`src/rtl/count_mon_pkg.sv`:
```
// ---------------------------------------------------------------------------
// count_mon_pkg
// Shared types and default parameters for the count_monitor block.
//   mon_state_e : monitor FSM states (IDLE/TRACK/DONE/ERR), encoded 0..3
//   step_e      : classification of one count sample against the previous one
//   DEF_*       : default WIDTH / LAPS / HOLD_CYC for the monitor
// ---------------------------------------------------------------------------
package count_mon_pkg;

  localparam int DEF_WIDTH    = 3;
  localparam int DEF_LAPS     = 3;
  localparam int DEF_HOLD_CYC = 2;

  typedef enum logic [1:0] {
    ST_IDLE  = 2'd0,
    ST_TRACK = 2'd1,
    ST_DONE  = 2'd2,
    ST_ERR   = 2'd3
  } mon_state_e;

  typedef enum logic [1:0] {
    STEP_INC    = 2'd0,
    STEP_WRAP   = 2'd1,
    STEP_REPEAT = 2'd2,
    STEP_BAD    = 2'd3
  } step_e;

endpackage

```
`src/rtl/count_step_check.sv`:
```
// ---------------------------------------------------------------------------
// count_step_check
// Holds the previously accepted count value and classifies the current
// sample against it (increment, wrap max->0, repeat, or illegal).
// Ports:
//   clk_i     : clock, all state on rising edge
//   rst_ni    : asynchronous active-low reset, clears prev to 0
//   clr_i     : synchronous clear of prev to 0
//   load_i    : accept sample_i as the new prev value
//   sample_i  : current count sample
//   step_o    : step class of sample_i vs prev (step_e encoding)
//   at_max_o  : prev currently equals the maximum count
// ---------------------------------------------------------------------------
module count_step_check
  import count_mon_pkg::*;
#(
  parameter int WIDTH = DEF_WIDTH
) (
  input  logic             clk_i,
  input  logic             rst_ni,
  input  logic             clr_i,
  input  logic             load_i,
  input  logic [WIDTH-1:0] sample_i,
  output logic [1:0]       step_o,
  output logic             at_max_o
);

  localparam logic [WIDTH-1:0] MaxVal = {WIDTH{1'b1}};

  logic [WIDTH-1:0] prev_q, prev_d;
  step_e            step;

  // A repeat of max is a stall, not a wrap, so the repeat test goes first.
  // The increment test excludes prev==max because prev+1 overflows to 0.
  always_comb begin
    step = STEP_BAD;
    if (sample_i == prev_q) begin
      step = STEP_REPEAT;
    end else if ((prev_q == MaxVal) && (sample_i == '0)) begin
      step = STEP_WRAP;
    end else if ((prev_q != MaxVal) && (sample_i == prev_q + 1'b1)) begin
      step = STEP_INC;
    end
  end

  always_comb begin
    prev_d = prev_q;
    if (clr_i) begin
      prev_d = '0;
    end else if (load_i) begin
      prev_d = sample_i;
    end
  end

  always_ff @(posedge clk_i or negedge rst_ni) begin
    if (!rst_ni) begin
      prev_q <= '0;
    end else begin
      prev_q <= prev_d;
    end
  end

  assign step_o   = step;
  assign at_max_o = (prev_q == MaxVal);

endmodule

```
`src/rtl/count_monitor.sv`:
```
// ---------------------------------------------------------------------------
// count_monitor
// Watches the lap counter's count stream: checks that it steps 0..max and
// wraps cleanly, tallies completed laps and reports completion once the
// counter parks at max for HOLD_CYC repeated samples after LAPS laps.
// Ports:
//   clk_i        : clock, all logic on rising edge
//   rst_ni       : asynchronous active-low reset
//   clr_i        : synchronous restart to IDLE (same effect as reset)
//   count_in_i   : upstream count value, sampled every cycle
//   lap_cnt_o    : completed max->0 wraps, saturating at LAPS
//   done_o       : high while in DONE
//   done_pulse_o : single-cycle pulse on entry to DONE
//   step_err_o   : sticky illegal-step flag
//   state_o      : current FSM state (debug)
// Configuration macro:
//   COUNT_MON_ERR_EN : illegal steps and overrun wraps go to ERR and raise
//                      step_err_o. Undefined: step_err_o is tied low,
//                      illegal samples resynchronise and overruns are
//                      ignored.
// ---------------------------------------------------------------------------
module count_monitor
  import count_mon_pkg::*;
#(
  parameter int WIDTH    = DEF_WIDTH,
  parameter int LAPS     = DEF_LAPS,
  parameter int HOLD_CYC = DEF_HOLD_CYC
) (
  input  logic                       clk_i,
  input  logic                       rst_ni,
  input  logic                       clr_i,
  input  logic [WIDTH-1:0]           count_in_i,
  output logic [$clog2(LAPS+1)-1:0]  lap_cnt_o,
  output logic                       done_o,
  output logic                       done_pulse_o,
  output logic                       step_err_o,
  output logic [1:0]                 state_o
);

  localparam int LW = $clog2(LAPS + 1);
  localparam int HW = $clog2(HOLD_CYC + 1);

  localparam logic [LW-1:0] LapsMax  = LW'(LAPS);
  localparam logic [HW-1:0] HoldMax  = HW'(HOLD_CYC);
  localparam logic [HW-1:0] HoldLast = HW'(HOLD_CYC - 1);

  mon_state_e    state_q, state_d;
  logic [LW-1:0] lap_q, lap_d;
  logic [HW-1:0] hold_q, hold_d;
  logic          pulse_q, pulse_d;

  logic          prev_load;
  logic [1:0]    step_raw;
  step_e         step;
  logic          at_max;

  count_step_check #(
    .WIDTH (WIDTH)
  ) u_step_check (
    .clk_i    (clk_i),
    .rst_ni   (rst_ni),
    .clr_i    (clr_i),
    .load_i   (prev_load),
    .sample_i (count_in_i),
    .step_o   (step_raw),
    .at_max_o (at_max)
  );

  assign step = step_e'(step_raw);

  // Next-state logic. clr_i overrides sample classification; DONE and ERR
  // ignore samples entirely, so prev and both counters stay frozen there.
  always_comb begin
    state_d   = state_q;
    lap_d     = lap_q;
    hold_d    = hold_q;
    prev_load = 1'b0;

    if (clr_i) begin
      state_d = ST_IDLE;
      lap_d   = '0;
      hold_d  = '0;
    end else begin
      case (state_q)
        ST_IDLE: begin
          if (count_in_i == '0) begin
            state_d   = ST_TRACK;
            prev_load = 1'b1;
          end
        end

        ST_TRACK: begin
          case (step)
            STEP_INC: begin
              prev_load = 1'b1;
            end

            STEP_WRAP: begin
              if (lap_q == LapsMax) begin
`ifdef COUNT_MON_ERR_EN
                state_d = ST_ERR;
`else
                // Overrun not counted; keep following the stream.
                prev_load = 1'b1;
                hold_d    = '0;
`endif
              end else begin
                lap_d     = lap_q + 1'b1;
                hold_d    = '0;
                prev_load = 1'b1;
              end
            end

            STEP_REPEAT: begin
              // Only a stall at max after the final lap counts toward done.
              if (at_max && (lap_q == LapsMax) && (hold_q != HoldMax)) begin
                hold_d = hold_q + 1'b1;
                if (hold_q == HoldLast) begin
                  state_d = ST_DONE;
                end
              end
            end

            default: begin
`ifdef COUNT_MON_ERR_EN
              state_d = ST_ERR;
`else
              prev_load = 1'b1;
              hold_d    = '0;
`endif
            end
          endcase
        end

        default: begin
        end
      endcase
    end
  end

  assign pulse_d = (state_d == ST_DONE) && (state_q != ST_DONE);

  always_ff @(posedge clk_i or negedge rst_ni) begin
    if (!rst_ni) begin
      state_q <= ST_IDLE;
      lap_q   <= '0;
      hold_q  <= '0;
      pulse_q <= 1'b0;
    end else begin
      state_q <= state_d;
      lap_q   <= lap_d;
      hold_q  <= hold_d;
      pulse_q <= pulse_d;
    end
  end

  assign lap_cnt_o    = lap_q;
  assign done_o       = (state_q == ST_DONE);
  assign done_pulse_o = pulse_q;
  assign state_o      = state_q;

`ifdef COUNT_MON_ERR_EN
  assign step_err_o = (state_q == ST_ERR);
`else
  assign step_err_o = 1'b0;
`endif

endmodule

```
`config.mk`:
```
export PLATFORM = sky130hd
export DESIGN_NAME = count_monitor
export DESIGN_NICKNAME = d
export VERILOG_FILES = /design/src/rtl/count_mon_pkg.sv /design/src/rtl/count_step_check.sv /design/src/rtl/count_monitor.sv
export SDC_FILE = /design/constraint.sdc
export NUM_CORES = 1
export LEC_CHECK = 0
export ABC_AREA = 1
export CORE_MARGIN = 3
export CORE_UTILIZATION = 48
export CTS_BUF_LIST = sky130_fd_sc_hd__clkbuf_4
export DETAILED_ROUTE_END_ITERATION = 10
export PLACE_DENSITY = 0.76
export SLEW_MARGIN = 20
export SYNTH_ARGS = -nofsm -noshare
export SYNTH_HDL_FRONTEND = slang
export SYNTH_HIERARCHICAL = 1
export SYNTH_SLANG_ARGS = --single-unit
export TNS_END_PERCENT = 100
```
`constraint.sdc`:
```
create_clock -name clk_i -period 2 [get_ports clk_i]
set_clock_uncertainty 0.1 [all_clocks]
set_input_delay 0.4 -clock clk_i [delete_from_list [all_inputs] [get_ports clk_i]]
set_output_delay 0.4 -clock clk_i [all_outputs]
set_load 0.05 [all_outputs]
```
==> flow_summary.ini <==
[run_status]
outcome = completed

[yosys]
synthSimpleGateAreaFrac = 0.3652
ys_seq_area_frac = 0.3350
ys_ff_latch = 10
syn_area_um2 = 747.0
synth_top_family_by_area = simple AND/OR/NAND/NOR gates
synth_cells = 109
syn_nets = 120
avgSynthCellArea_um2 = 6.853
synthAdderAreaFrac = 0.08375
yosys_warnings = 6
synth_xor_area_frac = 0.02345
synth-compound-area-share = 0.07705
synth_mux_area_frac = 0
ys_types = 19

[cells_and_area]
final_cell_area_um2 = 1037
instances_no_fill = 146
syn_to_final_growth_pct = 38.86
most-common-layout-cells = 24 x nand2_1, 14 x inv_1, 12 x buf_4
final_common_cell = nand2_1
fin_util = 0.7502
finalNetCount = 144
drive_gt1_frac = 0.3130
antenna_cells_inserted = 0

[place]
dp_cells = 143
io_buffer_count = 11
gp_congestion = 0.7986
place_area_um2 = 952.2
dp_hpwl_um = 1322

[floorplan]
floorplan.initialDensity = 0.5403
coreArea_um2 = 1383
ios = 13
die_h_um = 45.45
die_x_um = 45.45
rows = 13
die_area_um2 = 2066

[timing]
totalNegativeSetupSlack_ns = 0
fin_crit_sh = 0.9967
final-setup-viol-count = 0
period_needed_ns = 1.993
hold_viol_final = 0
fmax_mhz = 501.6
rsz0062_at_grt = true
final_max_slew_viol_count = 0

[drt]
vias = 784
drcViolationCount = 0
wire_per_inst_um = 12.83
firstDrtPassIters = 4
wl_um = 1873
ant_nets = 0
first_iter_violations = 20
avgViaCountPerCell = 5.370

[clock_network]
cts_hold_buf = 0
cts_max_path_buffers = 2
numCtsBuffers = 3
root_buffer = clkbuf_4
clk_latency_ns = 0.27
clk_pin_slew_ns = 0.07
htreeDepth = 1
post_cts_buffers = 0
tritoncts = built
clkSinkCount = 10

[grt]
track_usage = 0.1972
antenna_found_initial = 0
grt_pass1_wl_um = 2960
grt_pass1_vias = 727
overflow = 0
grt_max_degree = 11

[critical_path]
crit_arrival_ns = 2.08
cp-start-kind = flop
crit_fanout = 6
cp.required_ns = 2.08
critPathCaptureType = flop
criticalPathCategory = reg2reg

[job]
maxCapViolations = 0

[min_path]
min_path_type = in2async

[pwr]
ir_drop_mv = 0.4790
p_total_uw = 510.8
p_leak_uw = 0.0005127
powerDensity_nw_per_um2 = 492.5
[where the power goes]
part	leakage, uW	total [uW]	switching [uW]	internal (uW)
Sequential	0.000138	214	6.16	208
Combinational	0.000361	155	92.7	62.7
Clock	0.0000138	142	72.3	69.5
[layer usage]
metal	vias up	GRT usage	routed length, um
met5	-	0	0
met4	0	0.09942	36
met3	7	0.02767	102
met2	34	0.3482	953
met1	358	0.2277	780
li1	385	-	-
[timing repair]
item / CTS / global route
gates resized for setup: 8 / 13
setup endpoints to repair: 10 / 10
pin swaps: 3 / 5
[worst max-delay path, cell delays in order, from the launching register on]
cell	delay, ns
dfrtp_1	0.38
ha_2	0.20
ha_4	0.23
inv_2	0.07
nor2_4	0.03
nor2_1	0.11
nand2_1	0.06
nand2_1	0.06
nand3_2	0.09
nand2_4	0.12
nand2_4	0.06
a21oi_4	0.19
o21ai_1	0.08
a21oi_1	0.12
[cells in the mapped netlist]
| cell type | count | area share |
|---|---|---|
| o31ai_1 | 1 | 0.010 |
| nor2_1 | 15 | 0.075 |
| nor3_1 | 1 | 0.0067 |
| nand3_1 | 8 | 0.054 |
| dfrtp_1 | 10 | 0.34 |
| nand2_2 | 2 | 0.017 |
| nor3_2 | 1 | 0.013 |
| nand2_1 | 26 | 0.13 |
| nor2_4 | 2 | 0.030 |
| nand4_1 | 3 | 0.025 |
| ha_1 | 5 | 0.084 |
| inv_2 | 4 | 0.020 |
| xnor2_1 | 2 | 0.023 |
| nand3_2 | 1 | 0.013 |
| inv_1 | 16 | 0.080 |
| a21oi_1 | 6 | 0.040 |
| o21ai_0 | 4 | 0.027 |
| conb_1 | 1 | 0.0050 |
| buf_4 | 1 | 0.010 |
[path summary, 6_finish.rpt]
check / from / slack, ns / end / cells after the start
worst max-delay path: u_step_check/prev_q[1] / 0.007 / u_step_check/prev_q[2] / 13
worst min-delay path: rst_ni / 0.35 / hold_q[0] / 1
worst max register to register: u_step_check/prev_q[1] / 0.007 / u_step_check/prev_q[2] / 13
worst min register to register: hold_q[0] / 0.43 / hold_q[0] / 2
max in group asynchronous: rst_ni / 1.11 / state_o[0] / 1
min in group clk_i: hold_q[0] / 0.43 / hold_q[0] / 2
[per-stage QoR]
step	hold WS (ns)	worst slack, ns
finish	0.3546	0.006510
global route	0.3702	-0.1253
CTS	0.3724	-0.004051
detailed placement	0.4077	-0.2692
global placement	0.3996	-0.2197
floorplan	0.004409	0.0004375
[layout make-up]
| cell class | count | area [um^2] |
|---|---|---|
| Clock buffer | 3 | 22.52 |
| Fill cell | 102 | 345.3 |
| Inverter | 20 | 75.07 |
| Multi-Input combinational cell | 78 | 489.2 |
| Sequential cell | 10 | 250.2 |
| Tap cell | 15 | 18.77 |
| Timing Repair Buffer | 20 | 181.4 |
[cells by family after synthesis]
kind of cell,count (synthesis)
buffers and inverters,21
other,1
flip-flops,10
AO/OA/AOI/OAI,11
AND/OR/NAND/NOR,59
adder cells (fa/ha/maj),5
XOR/XNOR,2
[flip-flops by register name (all words and copies together) (netlist names)]
register / cells
done_pulse_o: 1
u_step_check/prev_q: 3
lap_cnt_o: 2
hold_q: 2
state_o: 2
Note: power is estimated with default switching activity, not from simulation.
